==> src/rtl/multicycle_control.sv <==
`default_nettype none
// ============================================================================
//  Module   : multicycle_control
//  Purpose  : Main FSM controller for the multi-cycle MIPS datapath. Walks
//             each instruction through fetch/decode/execute/memory/writeback
//             steps, stalls on memory-ready, and traps unsupported opcodes.
//  Revision : 1.0 - initial release
// ============================================================================
module multicycle_control #(
  parameter logic [5:0] OP_RTYPE = 6'b000000,
  parameter logic [5:0] OP_LW    = 6'b100011,
  parameter logic [5:0] OP_SW    = 6'b101011,
  parameter logic [5:0] OP_BEQ   = 6'b000100,
  parameter logic [5:0] OP_J     = 6'b000010
) (
  input  logic       clk,
  input  logic       rst_n,
  input  logic [5:0] instruction31_26,
  input  logic       memready,
  output logic       pcwrite,
  output logic       pcwritecond,
  output logic       iord,
  output logic       memread,
  output logic       memwrite,
  output logic       irwrite,
  output logic       memtoreg,
  output logic       regdst,
  output logic       regwrite,
  output logic       alusrca,
  output logic [1:0] alusrcb,
  output logic [1:0] aluop,
  output logic [1:0] pcsource,
  output logic       illegal,
  output logic [3:0] state
);

  typedef enum logic [3:0] {
    S_FETCH  = 4'd0,
    S_DECODE = 4'd1,
    S_MEMADR = 4'd2,
    S_MEMRD  = 4'd3,
    S_MEMWB  = 4'd4,
    S_MEMWR  = 4'd5,
    S_EXEC   = 4'd6,
    S_ALUWB  = 4'd7,
    S_BRANCH = 4'd8,
    S_JUMP   = 4'd9
  } state_t;

  state_t r_state;
  state_t w_next;
  logic   r_illegal;
  logic   w_set_illegal;

  // Raw (ungated) control decode
  logic       w_pcwrite;
  logic       w_pcwritecond;
  logic       w_memwrite;
  logic       w_irwrite;
  logic       w_regwrite;

  // State register and sticky illegal-opcode flag
  always_ff @(posedge clk or negedge rst_n) begin
    if (!rst_n) begin
      r_state   <= S_FETCH;
      r_illegal <= 1'b0;
    end else begin
      r_state   <= w_next;
      r_illegal <= r_illegal | w_set_illegal;
    end
  end

  // Next-state selection; the opcode is only meaningful in DECODE and MEMADR
  always_comb begin
    w_next        = S_FETCH;
    w_set_illegal = 1'b0;
    case (r_state)
      S_FETCH:  w_next = memready ? S_DECODE : S_FETCH;
      S_DECODE: begin
        case (instruction31_26)
          OP_LW, OP_SW: w_next = S_MEMADR;
          OP_RTYPE:     w_next = S_EXEC;
          OP_BEQ:       w_next = S_BRANCH;
          OP_J:         w_next = S_JUMP;
          default: begin
            w_next        = S_FETCH;
            w_set_illegal = 1'b1;
          end
        endcase
      end
      S_MEMADR: begin
        if (instruction31_26 == OP_LW)      w_next = S_MEMRD;
        else if (instruction31_26 == OP_SW) w_next = S_MEMWR;
        else                                w_next = S_FETCH;
      end
      S_MEMRD:  w_next = memready ? S_MEMWB : S_MEMRD;
      S_MEMWB:  w_next = S_FETCH;
      S_MEMWR:  w_next = memready ? S_FETCH : S_MEMWR;
      S_EXEC:   w_next = S_ALUWB;
      S_ALUWB:  w_next = S_FETCH;
      S_BRANCH: w_next = S_FETCH;
      S_JUMP:   w_next = S_FETCH;
      default:  w_next = S_FETCH;
    endcase
  end

  // Moore control decode; FETCH gates PC/IR loads on memready (only Mealy term)
  always_comb begin
    w_pcwrite     = 1'b0;
    w_pcwritecond = 1'b0;
    iord          = 1'b0;
    memread       = 1'b0;
    w_memwrite    = 1'b0;
    w_irwrite     = 1'b0;
    memtoreg      = 1'b0;
    regdst        = 1'b0;
    w_regwrite    = 1'b0;
    alusrca       = 1'b0;
    alusrcb       = 2'b00;
    aluop         = 2'b00;
    pcsource      = 2'b00;
    case (r_state)
      S_FETCH: begin
        memread   = 1'b1;
        w_irwrite = memready;
        w_pcwrite = memready;
        alusrcb   = 2'b01;
      end
      S_DECODE: alusrcb = 2'b11;
      S_MEMADR: begin
        alusrca = 1'b1;
        alusrcb = 2'b10;
      end
      S_MEMRD: begin
        memread = 1'b1;
        iord    = 1'b1;
      end
      S_MEMWB: begin
        w_regwrite = 1'b1;
        memtoreg   = 1'b1;
      end
      S_MEMWR: begin
        w_memwrite = 1'b1;
        iord       = 1'b1;
      end
      S_EXEC: begin
        alusrca = 1'b1;
        aluop   = 2'b10;
      end
      S_ALUWB: begin
        w_regwrite = 1'b1;
        regdst     = 1'b1;
      end
      S_BRANCH: begin
        alusrca       = 1'b1;
        aluop         = 2'b01;
        w_pcwritecond = 1'b1;
        pcsource      = 2'b01;
      end
      S_JUMP: begin
        w_pcwrite = 1'b1;
        pcsource  = 2'b10;
      end
      default: ;
    endcase
  end

  // Write strobes are forced low while reset is held so no state is corrupted
  assign pcwrite     = w_pcwrite     & rst_n;
  assign pcwritecond = w_pcwritecond & rst_n;
  assign memwrite    = w_memwrite    & rst_n;
  assign irwrite     = w_irwrite     & rst_n;
  assign regwrite    = w_regwrite    & rst_n;

  assign illegal = r_illegal;
  assign state   = r_state;

endmodule
`default_nettype wire

==> config.mk <==
export PLATFORM = sky130hd
export DESIGN_NAME = multicycle_control
export DESIGN_NICKNAME = d
export VERILOG_FILES = /design/src/rtl/multicycle_control.sv
export SDC_FILE = /design/constraint.sdc
export NUM_CORES = 1
export LEC_CHECK = 0
export ABC_CLOCK_PERIOD_IN_PS = 1600
export CORE_MARGIN = 10
export CORE_UTILIZATION = 37
export DETAILED_ROUTE_END_ITERATION = 16
export MAX_ROUTING_LAYER = met4
export PLACE_DENSITY = 0.82
export RECOVER_POWER = 50
export SYNTH_ARGS = -nofsm -noshare
export SYNTH_HDL_FRONTEND = slang
export SYNTH_SLANG_ARGS = --single-unit
==> constraint.sdc <==
create_clock -name clk -period 1.6 [get_ports clk]
set_input_delay 0.24 -clock clk [delete_from_list [all_inputs] [get_ports clk]]
set_output_delay 0.24 -clock clk [all_outputs]
set_load 0.01 [all_outputs]
==> flow_summary.ini, run 1 <==
[cts]
clkTransAtPathRegs_ps = 60
numCtsBuffers = 3
htreeDepth = 1
clock_sinks = 5
clk_latency_ps = 250
cts-root-buf = clkbuf_4
clock_path_buffers = 2
cts_tree = built

[global_routing]
grt_start_max_net_pins = 9
grt-ovfl-total = 0
grt_pass1_vias = 789
grt_first_pass_wirelength_mm = 4.14
antenna_found_initial = 0
grt.total_usage_pct = 15.6

[floorplanning]
num_rows = 13
dieWidth_microns = 58.4
fp.coreArea_sq_um = 1350
die_h_microns = 58.4
start_util_pct = 40.3
die_area_sq_um = 3410
pin_count = 30

[drt]
drt-vias-per-instance = 6.66
drtIter0Drc = 53
vias = 1006
firstDrtPassIters = 4
wirelength_mm = 4.13
drc = 0
ant_nets = 0
wl_per_cell_microns = 27.3

[timing]
tns_ps = -1930
fin_ws_ps = -189
fin_skew_ps = 8.20
fmax_mhz = 559
fin_crit_sh_pct = 112
max_slew.worst_pin.slew_ps = 405
rsz0062_at_grt = yes
hold_viol = 0
maxSlewViolCount = 0
finalSetupViolCount = 16
fin_crit_ps = 1790
relSlewSlack_pct = 72.7

[yosys]
synth_nets = 80
ys_top_cells_by_count = 8 x nor2_1, 6 x nor3_1, 5 x buf_2, 5 x dfrtp_1, 5 x nand2b_1
async_flop_share_pct = 100
ys_warn_count = 0
synth_area_per_cell_sq_um = 7.67
synth_area_sq_um = 544
ys_seq_elements = 5
synthCells = 71
synth_ff_type = dfrtp_1
synth_top_area_share_pct = 23.0
yosysSeqAreaShare_pct = 23.0
synth_edf_count = 0
synth_top_area_cell = dfrtp_1
synth_area_leaders = dfrtp_1 23%, nand2b_1 5.7%, nor3_1 5.5%
synth_cell_types = 34
yosysMostFrequentCell = nor2_1

[hold_path]
min_from = illegal$_DFF_PN0_
min_to = illegal$_DFF_PN0_
hold_class = reg2reg
whs_path_depth = 1

[power_and_ir_drop]
p_seq_share_pct = 25.0
p_comb_share_pct = 47.7
swShare_pct = 35.9
p_sw_w = 0.000200
p_leak_nw = 0.592
max-vdd-ir-drop_mv = 0.374
powerDensity_nw_per_um2 = 436
power_w = 0.000559
power.share.clock_pct = 27.3
internal-power_w = 0.000358

[worst_setup_path]
critPathBufInv = 4
start_kind = flip-flop
crit_path_top_delay_cell = dfrtp_2
cpPeakStageDelay_ps = 410
rr_worst_depth = 6
path_cells = buf_6, buf_4, buf_6, nand2b_4, nor3_2, buf_2
arrival_ps = 1550
critical_path.endpoint_type = output pin
r2r_end = state[2]$_DFF_PN0_
crit_family = buffers and inverters
cp_common_cell = buf_6
critPathRequiredTime_ps = 1360
timing.reg2reg.setup_slack_ps = -170
cp_max_fo = 4
r2r-start = state[1]$_DFF_PN0_
critical_path_class = reg2out

[status]
violations = setup timing
status = complete, but fails checks

[finish]
fin_util_pct = 94.8
diodes = 0
final_layout_size_suffix_gt1_share_pct = 65.4
area_growth_pct = 135
nNetsFinal = 146

[place]
dp_hpwl_mm = 1.63
routabilityCongestion = 0.837
portBuffers = 29

[job]
maxCapViolations = 0
flip-flops by register name, indices dropped and copies added (netlist names):
| register | cells |
|---|---|
| illegal | 1 |
| state | 4 |
kinds of logic (layout without fill, tap and decap cells):
family / after synthesis / count (layout) / synth area share [%]
compound gates: 11 / 11 / 16.6
xor+xnor: 2 / 2 / 3.22
buf+inv: 8 / 73 / 6.67
flops: 5 / 5 / 23.0
simple gates: 45 / 45 / 50.6
area by class of cell:
class	count	area [sq um]
inverters	1	3.75
flip-flops and latches	5	130
multi-input cells	58	547
clock buffers	3	22.5
fillers	38	70.1
well taps	15	18.8
clock inverters	1	5.00
repair buffers	68	553
what timing repair did:
item	CTS	global route
hold buffers	0	0
pin swaps	3	13
endpoints found under the setup margin	19	19
setup buffers	10	8
resized for setup	80	38
power groups by stage:
stage / combinational, W / sequential (W) / clock (W)
6_report: 0.000266 / 0.000140 / 0.000152
3_3_place_gp: 0.000170 / 0.000145 / 0
3_5_place_dp: 0.000174 / 0.000146 / 0
4_1_cts: 0.000194 / 0.000139 / 0.000147
5_1_grt: 0.000277 / 0.000139 / 0.000161
2_1_floorplan: 0.0000752 / 0.000137 / 0
cells in the final DEF, fill, tap and decap left out, drive strengths merged, types with 2 or more instances in the layout:
cell            n
o221ai          2
nand3           2
buf            51
nand3b          2
dlygate4sd2     2
dfrtp           5
nor4b           3
nor4            2
nor2b           3
nor2            8
and3            3
a31o            3
clkbuf          7
nor3b           2
nand2           2
clkdlybuf4s50   9
nor3            6
nand2b          5
metrics by stage:
step | std cells | instance area [sq um] | hold slack (ps) | setup slack (ps)
6_report | 151 | 1280 | 522 | -189
5_1_grt | 151 | 1280 | 545 | -268
2_1_floorplan | 71 | 551 | -55.6 | 31.8
4_1_cts | 143 | 1110 | 461 | -85.4
3_5_place_dp | 129 | 985 | 485 | -407
3_3_place_gp | 129 | 985 | 462 | -380
metal layers:
layer | share of wire, % | vias to the layer above | routed length, microns | GRT usage (%)
met3 | 12 | 44 | 496 | 3.22
met2 | 45 | 118 | 1880 | 29.4
met1 | 31 | 447 | 1300 | 15.9
met5 | 0 | - | 0 | -
li1 | - | 397 | - | -
met4 | 11 | 0 | 454 | 4.03
worst max path at each step:
stage | startpoint | end | slack (ps) | cells after the start
2_1_floorplan | state[0]$_DFF_PN0_ | pcwrite | 30 | 5
3_3_place_gp | memready | pcwrite | -380 | 5
3_5_place_dp | memready | pcwrite | -410 | 5
4_1_cts | state[1]$_DFF_PN0_ | irwrite | -90 | 5
5_1_grt | state[3]$_DFF_PN0_ | pcwrite | -270 | 5
6_report | state[3]$_DFF_PN0_ | memtoreg | -190 | 6
Power figures use the tool's default switching activity.
==> run 2, diff against run 1 <==
CAP_MARGIN = 25   (was default)
SLEW_MARGIN = 20   (was default)
==> results of run 2 <==
Final layout, timing and power as in run 1 (identical DEF).
